==> src/rtl/fetch_queue.sv <==
// Instruction fetch queue: FWFT FIFO between fetch and decode with head-entry field decode.
// Flush discards all entries at the next edge; reset discards them immediately.
module fetch_queue #(
    parameter int unsigned DEPTH = 4
) (
    input  logic        clk,
    input  logic        rst,
    input  logic        in_valid,
    input  logic [31:0] in_instr,
    input  logic [31:0] in_pc,
    output logic        in_ready,
    input  logic        flush,
    input  logic        out_ready,
    output logic        out_valid,
    output logic [31:0] out_instr,
    output logic [31:0] out_pc,
    output logic [5:0]  out_opcode,
    output logic [4:0]  out_rs,
    output logic [4:0]  out_rt,
    output logic [4:0]  out_rd,
    output logic [31:0] out_imm,
    output logic        out_is_branch,
    output logic        out_is_jump,
    output logic [$clog2(DEPTH):0] count
);

    localparam int unsigned AW = $clog2(DEPTH);
    localparam int unsigned CW = AW + 1;

    logic [31:0]   r_instr [DEPTH];
    logic [31:0]   r_pc    [DEPTH];
    logic [AW-1:0] r_wptr;
    logic [AW-1:0] r_rptr;
    logic [CW-1:0] r_count;

    logic          w_push;
    logic          w_pop;
    logic [31:0]   w_head_instr;
    logic [31:0]   w_head_pc;
    logic [5:0]    w_opcode;
    logic          w_zero_ext;

    assign in_ready  = (r_count < CW'(DEPTH));
    assign out_valid = (r_count != '0);
    assign count     = r_count;

    assign w_push = in_valid && in_ready && !flush;
    assign w_pop  = out_valid && out_ready && !flush;

    // Pointer and occupancy state; pointers wrap naturally since DEPTH is a power of two.
    always_ff @(posedge clk or negedge rst) begin
        if (!rst) begin
            r_wptr  <= '0;
            r_rptr  <= '0;
            r_count <= '0;
        end else if (flush) begin
            r_wptr  <= '0;
            r_rptr  <= '0;
            r_count <= '0;
        end else begin
            if (w_push) begin
                r_wptr <= r_wptr + AW'(1);
            end
            if (w_pop) begin
                r_rptr <= r_rptr + AW'(1);
            end
            if (w_push && !w_pop) begin
                r_count <= r_count + CW'(1);
            end else if (w_pop && !w_push) begin
                r_count <= r_count - CW'(1);
            end
        end
    end

    // Entry storage is not reset; validity is tracked by r_count alone.
    always_ff @(posedge clk) begin
        if (w_push) begin
            r_instr[r_wptr] <= in_instr;
            r_pc[r_wptr]    <= in_pc;
        end
    end

    // Head entry masked to a NOP when the queue is empty.
    always_comb begin
        w_head_instr = '0;
        w_head_pc    = '0;
        if (out_valid) begin
            w_head_instr = r_instr[r_rptr];
            w_head_pc    = r_pc[r_rptr];
        end
    end

    assign w_opcode   = w_head_instr[31:26];
    assign w_zero_ext = (w_opcode == 6'h0C) || (w_opcode == 6'h0D) || (w_opcode == 6'h0E);

    assign out_instr     = w_head_instr;
    assign out_pc        = w_head_pc;
    assign out_opcode    = w_opcode;
    assign out_rs        = w_head_instr[25:21];
    assign out_rt        = w_head_instr[20:16];
    assign out_rd        = w_head_instr[15:11];
    assign out_imm       = w_zero_ext ? {16'h0000, w_head_instr[15:0]}
                                      : {{16{w_head_instr[15]}}, w_head_instr[15:0]};
    assign out_is_branch = (w_opcode == 6'h04) || (w_opcode == 6'h05);
    assign out_is_jump   = (w_opcode == 6'h02) || (w_opcode == 6'h03);

endmodule

==> config.mk <==
export PLATFORM = sky130hd
export DESIGN_NAME = fetch_queue
export DESIGN_NICKNAME = d
export VERILOG_FILES = /design/src/rtl/fetch_queue.sv
export SDC_FILE = /design/constraint.sdc
export NUM_CORES = 1
export LEC_CHECK = 0
export CAP_MARGIN = 15
export CORE_MARGIN = 8
export CORE_UTILIZATION = 50
export DETAILED_ROUTE_END_ITERATION = 10
export PLACE_DENSITY = 0.77
export SYNTH_ARGS = -nofsm -noshare
export SYNTH_HDL_FRONTEND = slang
export SYNTH_SLANG_ARGS = --single-unit
==> constraint.sdc <==
create_clock -name clk -period 6.6 [get_ports clk]
set_input_delay 0.99 -clock clk [delete_from_list [all_inputs] [get_ports clk]]
set_output_delay 0.99 -clock clk [all_outputs]
set_load 0.02 [all_outputs]
# Word level (Yosys, flattened, before mapping)
# Memory sizes are Yosys's and may differ from the RTL's.
# Cells that the tools add are included.
# classes
muxes	12
n_div	0
mul	0
magnitude_cmp	1
eq_ne	7
addsub	4
n_reduce_logical	17
n_bitwise	0
shifts	0
# ops
op	n
$mux W32	3
$eq A6 B4 Y1 const B	3
$eq A6 B2 Y1 const B	2
$eq A6 B3 Y1 const B	2
$mux W3	3
$mux W2	4
$logic_and A1 B1 Y1	6
$reduce_bool A3 Y1	2
$add A2 B1 Y2 const B	2
$logic_or A1 B1 Y1	4
$reduce_bool A2 Y1	2
$add A3 B1 Y3 const B	1
$logic_not A1 Y1	3
$lt A3 B3 Y1 const B	1
$sub A3 B1 Y3 const B	1
$mux W1	2
# totals
latch_bits	0
input_bits	69
n_memories	2
mem_bits_rw	256
mem_bits_ro	0
regBits	7
# memory_table
name	words	word_bits	read_ports	rd_ports_with_merged_regs	write_ports	line	text
r_instr	4	32	1	0	1	30	logic [31:0] r_instr [DEPTH];
r_pc	4	32	1	0	1	31	logic [31:0] r_pc [DEPTH];

# Logic depth before layout (Yosys ltp)
# Gate-level depths: netlist (run 1).
# depth
depth_word	8
depth_mapped	8

# Least setup slack after synthesis (run 1)
# OpenSTA, ideal clock, no wires.
# synth_path
path_kind	register -> output
start	register r_count[1], in the netlist count[1]
end	output port out_imm[17]
path_stages_with_launch	5
required_ps	5610
arrival_ps	2604
path_slack_ps	3006
n_path_buf	1
cell_sequence	dfrtp_1 -> or3_2 -> and2_1 -> a41oi_1 -> buf_4
# synth_via
elab_chain_cells	6
# synth_rtl
element	line	text
start, declared	34	logic [CW-1:0] r_count;
start signal, assigned	68	r_count <= r_count + CW'(1);
start signal, assigned	70	r_count <= r_count - CW'(1);
$reduce_bool A3 Y1 (*)	44	assign out_valid = (r_count != '0);
$mux W32 (*)	87	if (out_valid) begin
net out_instr[28]	15	output logic [31:0] out_instr,
$eq A6 B4 Y1	94	assign w_zero_ext = (w_opcode == 6'h0C) || (w_opcode == 6'h0D) || (w_opcode == 6'h0E);
$logic_or A1 B1 Y1	94	
$logic_or A1 B1 Y1 (*)	94	
$mux W32 (*)	102	assign out_imm = w_zero_ext ? {16'h0000, w_head_instr[15:0]}
end, declared	21	output logic [31:0] out_imm,
# The timed path passes the listed nets; every way through them passes the cells marked *.

# Worst setup path in the final report (run 1)
# layout_path
start	register r_rptr[1]
end	output port out_imm[21]
# layout_via
elab_chain_cells	6
# layout_rtl
element	line	text
start, declared	33	logic [AW-1:0] r_rptr;
start signal, assigned	65	r_rptr <= r_rptr + AW'(1);
$mem_v2 Z4 W32 (*)	-	
$mux W32 (*)	87	
$eq A6 B4 Y1	94	
$logic_or A1 B1 Y1 (2 in a row)	94	
$mux W32 (*)	102	
# Every way passes the cells marked *; elsewhere a longest branch is shown, timed or not.

==> results of run 1 <==
==> cells by family (layout without fill, tap and decap cells) <==
logic type,after synthesis,in the layout
flops,263,263
simple gates,91,91
buf+inv,83,248
mux,65,65
compound gates,12,12
fa+ha+maj,5,5
xor+xnor,4,4
==> per-layer routing <==
layer | track usage, % | vias to the layer above
li1 | - | 2297
met1 | 17.9 | 2611
met2 | 25.9 | 195
met3 | 4.25 | 42
met4 | 4.55 | 2
met5 | 0 | -
==> how the worst max path moves through the flow <==
| stage | to | slack (ns) | cells after the start |
|---|---|---|---|
| after floorplan | out_imm[17] | 3.01 | 4 |
| after global placement | out_imm[28] | 2.28 | 4 |
| after detailed placement | out_imm[21] | 2.12 | 4 |
| after CTS | out_imm[21] | 1.56 | 4 |
| after global routing | out_imm[21] | 1.43 | 4 |
| final | out_imm[21] | 1.68 | 4 |
==> state kept, by name, indices dropped and copies added, names as in the netlist <==
| name | flops |
|---|---|
| r_rptr | 2 |
| r_wptr | 2 |
| r_instr | 128 |
| r_pc | 128 |
| count | 3 |
==> Yosys cell counts (all sizes together) (2+ instances only) <==
cell | instances | area (um2)
nor2 | 8 | 30.0
o211ai | 2 | 15.0
buf | 68 | 574
ha | 4 | 50.1
and2 | 69 | 433
xor2 | 2 | 17.5
nor3b | 2 | 25.0
nand3 | 3 | 15.0
inv | 7 | 26.3
xnor2 | 2 | 17.5
clkbuf | 8 | 40.0
nand2 | 3 | 11.3
mux4 | 63 | 1420
o21ai | 4 | 20.0
a21oi | 2 | 10.0
dfrtp | 7 | 175
edfxtp | 256 | 7690
nor2b | 2 | 12.5
==> report_power, final <==
part           internal [mW]  total (mW)  switching (mW)
combinational           1.16        2.36            1.20
sequential              1.95        2.06           0.107
clock                  0.860        1.44           0.581
==> critical path: stages (launching register included) <==
cell	delay [ns]
dfrtp_4	1.09
mux4_2	0.43
and2_1	0.22
a41oi_1	0.86
clkdlybuf4s50_1	0.78
==> area by class of cell <==
type | instances | share of cell area (%)
Tap cell | 275 | 2.60
Clock inverter | 17 | 1.23
Timing Repair Buffer | 194 | 14.6
Multi-Input combinational cell | 177 | 16.6
Inverter | 7 | 0.199
Sequential cell | 263 | 59.5
Clock buffer | 30 | 5.19
==> flow_metrics.tcl, run 1 <==
set metrics [dict create \
    slew_viol_final 0 \
    syn_avg_cell_area_um2 20.4 \
    relSlewSlack_pct 28.3 \
    synth_cells 523 \
    dr.pass1.iters 4 \
    post_cts_buffers 0 \
    worst_slack_ns 1.68 \
    arrival_ns 3.93 \
    multiInputGateArea_um2 2200 \
    synth-seq-cells 263 \
    io_buffers 192 \
    detail-route-antenna-nets 0 \
    path_clk_slew_ns 0.06 \
    ys_types 37 \
    worst_pin_slew_ns 1.06 \
    worst-setup-path-type "reg2out" \
    cts_made_buffers 26 \
    worst_hold_slack_ns 0.643 \
    synth_xor_area_share_pct 0.328 \
    grt_pass1_vias 5701 \
    min_period_ns 4.92 \
    pre_cts_ws_ns 2.12 \
    antenna_cells 0 \
    coreArea_um2 21000 \
    dpl.cell_count 916 \
    clock_latency_ns 0.52 \
    synth_flop_cell "edfxtp_1" \
    root_buffer "clkbuf_16" \
    route.met2.wl_um 9780 \
    rows 53 \
    muxShareOfSynthArea_pct 13.5 \
    wl_met3_um 1650 \
    post-dp-hpwl_um 12000 \
    grt.overflow.total 0 \
    hold_depth 2 \
    drt-met1-wl_um 8090 \
    synth_edf_count 256 \
    synth-compound-area-share_pct 0.831 \
    drt_drc_violations_left 0 \
    ys_seq_area_share_pct 73.5 \
    place_area_um2 12400 \
    start_kind "flop" \
    p_total_mw 5.86 \
    min_from "r_wptr[0]$_DFFE_PN0P_" \
    crit_path_end_kind "output port" \
    route.detailed.wl_per_inst_um 20.8 \
    cts_tree "done" \
    setup_violations 0 \
    min_to "r_wptr[0]$_DFFE_PN0P_" \
    maxCapViolCount 0 \
    avgViaCountPerCell 5.34 \
    dieArea_um2 26300 \
    rsz0062_at_grt "false" \
    synth_top_family_by_area "multiplexers" \
    status "complete, no violations" \
    die_h_um 162 \
    yosys_warnings 0 \
    cp.required_ns 5.61 \
    critPathLaunch "r_rptr[1]$_DFFE_PN0P_" \
    r2r_cells 3 \
    die_w_um 162 \
    gp_congestion 0.747 \
    vias 5147 \
    syn-num-nets 597 \
    track_usage_pct 15.0 \
    final_cell_mix "edfxtp_1, clkdlybuf4s50_1, and2_1" \
    ir_drop_mv 0.254 \
    skew_ns 0.00847 \
    syn-cell-area_um2 10700 \
    h-tree-depth 1 \
    powerDensity_nw_per_um2 443 \
    syn2layout_area_growth_pct 23.7 \
    final_common_cell "edfxtp_1" \
    synthArstFlopShare_pct 2.66 \
    synthSimpleGateAreaFrac_pct 5.16 \
    setup-tns-final_ns 0 \
    grt_max_degree 71 \
    max_freq_mhz 203 \
    finish.utilization_pct 62.9 \
    leakagePower_nw 4.22 \
    grt_pass1_wl_um 30900 \
    initial_core_util_pct 50.9 \
    hold_path.class "reg2reg" \
    boundaryPins 193 \
    clock_path_buffers 3 \
    drive_above_1_share_pct 16.9 \
    post_cts_resized 0 \
    reg2reg_setup_slack_ns 4.10 \
    drt_iter0_drc 292 \
    num-fill-cells 1431 \
    r2r-end "r_instr[2][18]$_DFFE_PP_" \
    period_share_pct 74.5 \
    synthAdderAreaFrac_pct 0.655 \
    crit_fanout 70 \
    r2r_start "count[2]$_DFFE_PN0P_" \
    cts_num_sinks 263 \
    grt_antenna_before_repair 1 \
    design_area_um2 13200 \
    postCtsHoldBufs 0 \
    regArea_um2 7870 \
    finalWirelength_um 20000 \
    finalNonFillerCells 963 \
    hold_viol_final 0 \
    num-nets-final 743 \
    highest-signal-layer "met5" \
]
Note: power is estimated with default switching activity, not from simulation.
==> run 2, diff against run 1 <==
--- a/config.mk
+++ b/config.mk
@@ -7,9 +7,9 @@
 export LEC_CHECK = 0
 export CAP_MARGIN = 15
 export CORE_MARGIN = 8
-export CORE_UTILIZATION = 50
+export CORE_UTILIZATION = 47
 export DETAILED_ROUTE_END_ITERATION = 10
-export PLACE_DENSITY = 0.77
+export PLACE_DENSITY = 0.76
 export SYNTH_ARGS = -nofsm -noshare
 export SYNTH_HDL_FRONTEND = slang
 export SYNTH_SLANG_ARGS = --single-unit
==> constraint.sdc (replaced) <==
create_clock -name clk -period 4.4 [get_ports clk]
set_input_delay 0.66 -clock clk [delete_from_list [all_inputs] [get_ports clk]]
set_output_delay 0.66 -clock clk [all_outputs]
set_load 0.02 [all_outputs]
==> flow_metrics.tcl, run 2 (same netlist as run 1, synthesis figures left out) <==
set metrics [dict create \
    worst_hold_slack_ns 0.406 \
    root_buffer "clkbuf_16" \
    hold_viol_final 0 \
    worst_pin_slew_ns 1.04 \
    slowest_stage "or3_2" \
    critPathLaunch "count[2]$_DFFE_PN0P_" \
    grt_pass1_wl_um 32700 \
    die_h_um 167 \
    post_cts_buffers 0 \
    h-tree-depth 1 \
    track_usage_pct 14.8 \
    period_share_pct 90.5 \
    crit_path_end_kind "output port" \
    grt_antenna_before_repair 1 \
    min_period_ns 3.98 \
    slew_viol_final 0 \
    antenna_cells 0 \
    grt.overflow.total 0 \
    cp.required_ns 3.74 \
    worst-path-stages 6 \
    io_buffers 192 \
    finalWirelength_um 20700 \
    max_freq_mhz 251 \
    r2r-end "r_instr[3][1]$_DFFE_PP_" \
    hold_path.class "in2async" \
    grt_max_degree 65 \
    crit_buf_inv 3 \
    rsz0062_at_grt "false" \
    r2r_start "count[2]$_DFFE_PN0P_" \
    finish.utilization_pct 59.0 \
    setup-tns-final_ns 0 \
    arrival_ns 3.32 \
    postCtsHoldBufs 0 \
    r2r_cells 3 \
    drt_iter0_drc 285 \
    crit_chain "or3_2 -> buf_4 -> o211ai_1 -> a41oi_1 -> buf_4 -> clkdlybuf4s50_1" \
    clock_latency_ns 0.52 \
    boundaryPins 193 \
    syn2layout_area_growth_pct 24.1 \
    pre_cts_ws_ns 0.892 \
    detail-route-antenna-nets 0 \
    die_w_um 167 \
    critPathTopFamily "buffers and inverters" \
    skew_ns 0.0143 \
    max_stage_delay_ns 0.69 \
    coreArea_um2 22500 \
    num-nets-final 747 \
    initial_core_util_pct 47.5 \
    route.detailed.wl_per_inst_um 21.2 \
    powerDensity_nw_per_um2 661 \
    clock_path_buffers 3 \
    dr.pass1.iters 4 \
    post_cts_resized 0 \
    drt_drc_violations_left 0 \
    status "complete, no violations" \
    crit_fanout 46 \
    drive_above_1_share_pct 17.4 \
    setup_violations 0 \
    finalNonFillerCells 976 \
    ir_drop_mv 0.441 \
    relSlewSlack_pct 30.8 \
    cts_made_buffers 26 \
    grt_pass1_vias 5820 \
    final_cell_mix "edfxtp_1, clkdlybuf4s50_1, and2_1" \
    worst-setup-path-type "reg2out" \
    gp_congestion 0.693 \
    cts_num_sinks 263 \
    avgViaCountPerCell 5.35 \
    vias 5220 \
    rows 55 \
    critPathMostFrequentCell "buf_4" \
    dpl.cell_count 930 \
    cts_tree "done" \
    leakagePower_nw 4.23 \
    dieArea_um2 27800 \
    worst_slack_ns 0.418 \
    start_kind "flop" \
    post-dp-hpwl_um 12900 \
    crit_path_end "out_imm[26]" \
    final_common_cell "edfxtp_1" \
    reg2reg_setup_slack_ns 1.89 \
    maxCapViolCount 0 \
    path_clk_slew_ns 0.07 \
]
## run 2: changes by cell type in the layout (fill, tap and decap cells not counted)
cell        change
buf_12          +2
buf_4           +2
bufinv_16       -1
clkbuf_1        -1
clkinvlp_4      +1
## run 2: worst min path at each step
stage	to	slack, ns	cells past startpoint
2_1_floorplan	count[0]$_DFFE_PN0P_	0.36	0
3_3_place_gp	r_wptr[0]$_DFFE_PN0P_	0.58	2
3_5_place_dp	r_wptr[0]$_DFFE_PN0P_	0.61	2
4_1_cts	count[0]$_DFFE_PN0P_	0.38	1
5_1_grt	count[2]$_DFFE_PN0P_	0.41	1
6_report	count[0]$_DFFE_PN0P_	0.41	1
## run 2: report_power, final
| part | internal [mW] | leakage, nW | switching [mW] |
|---|---|---|---|
| sequential | 2.93 | 2.41 | 0.121 |
| clock | 1.23 | 0.398 | 0.877 |
| combinational | 1.77 | 1.42 | 1.85 |
## run 2: stage by stage
step | area [um2] | total power, mW
2_1_floorplan | 10700 | 5.55
3_3_place_gp | 12400 | 6.74
3_5_place_dp | 12400 | 6.79
4_1_cts | 13300 | 8.91
5_1_grt | 13300 | 9.18
6_report | 13300 | 8.78
## run 2: area by class of cell
cell class              count  area [um2]
inverters                   7        26.3
clock buffers              29         683
repair buffers            198        1990
fillers                  1638        9240
multi-input cells         177        2200
well taps                 285         357
clock inverters            17         140
flip-flops and latches    263        7870
## run 2: metal layers
metal / wire [um] / track usage (%) / vias up
li1: - / - / 2306
met1: 8120 / 17.3 / 2689
met2: 10700 / 26.2 / 188
met3: 1540 / 4.26 / 35
met4: 345 / 3.76 / 2
met5: 9 / 0 / -
==> run 3, diff against run 2 <==
--- a/config.mk
+++ b/config.mk
@@ -5,6 +5,7 @@
 export SDC_FILE = /design/constraint.sdc
 export NUM_CORES = 1
 export LEC_CHECK = 0
+export ABC_AREA = 0
 export CAP_MARGIN = 15
 export CORE_MARGIN = 8
 export CORE_UTILIZATION = 47
==> results of run 3 <==
The final DEF is identical to that of run 2; final timing and power are the same.
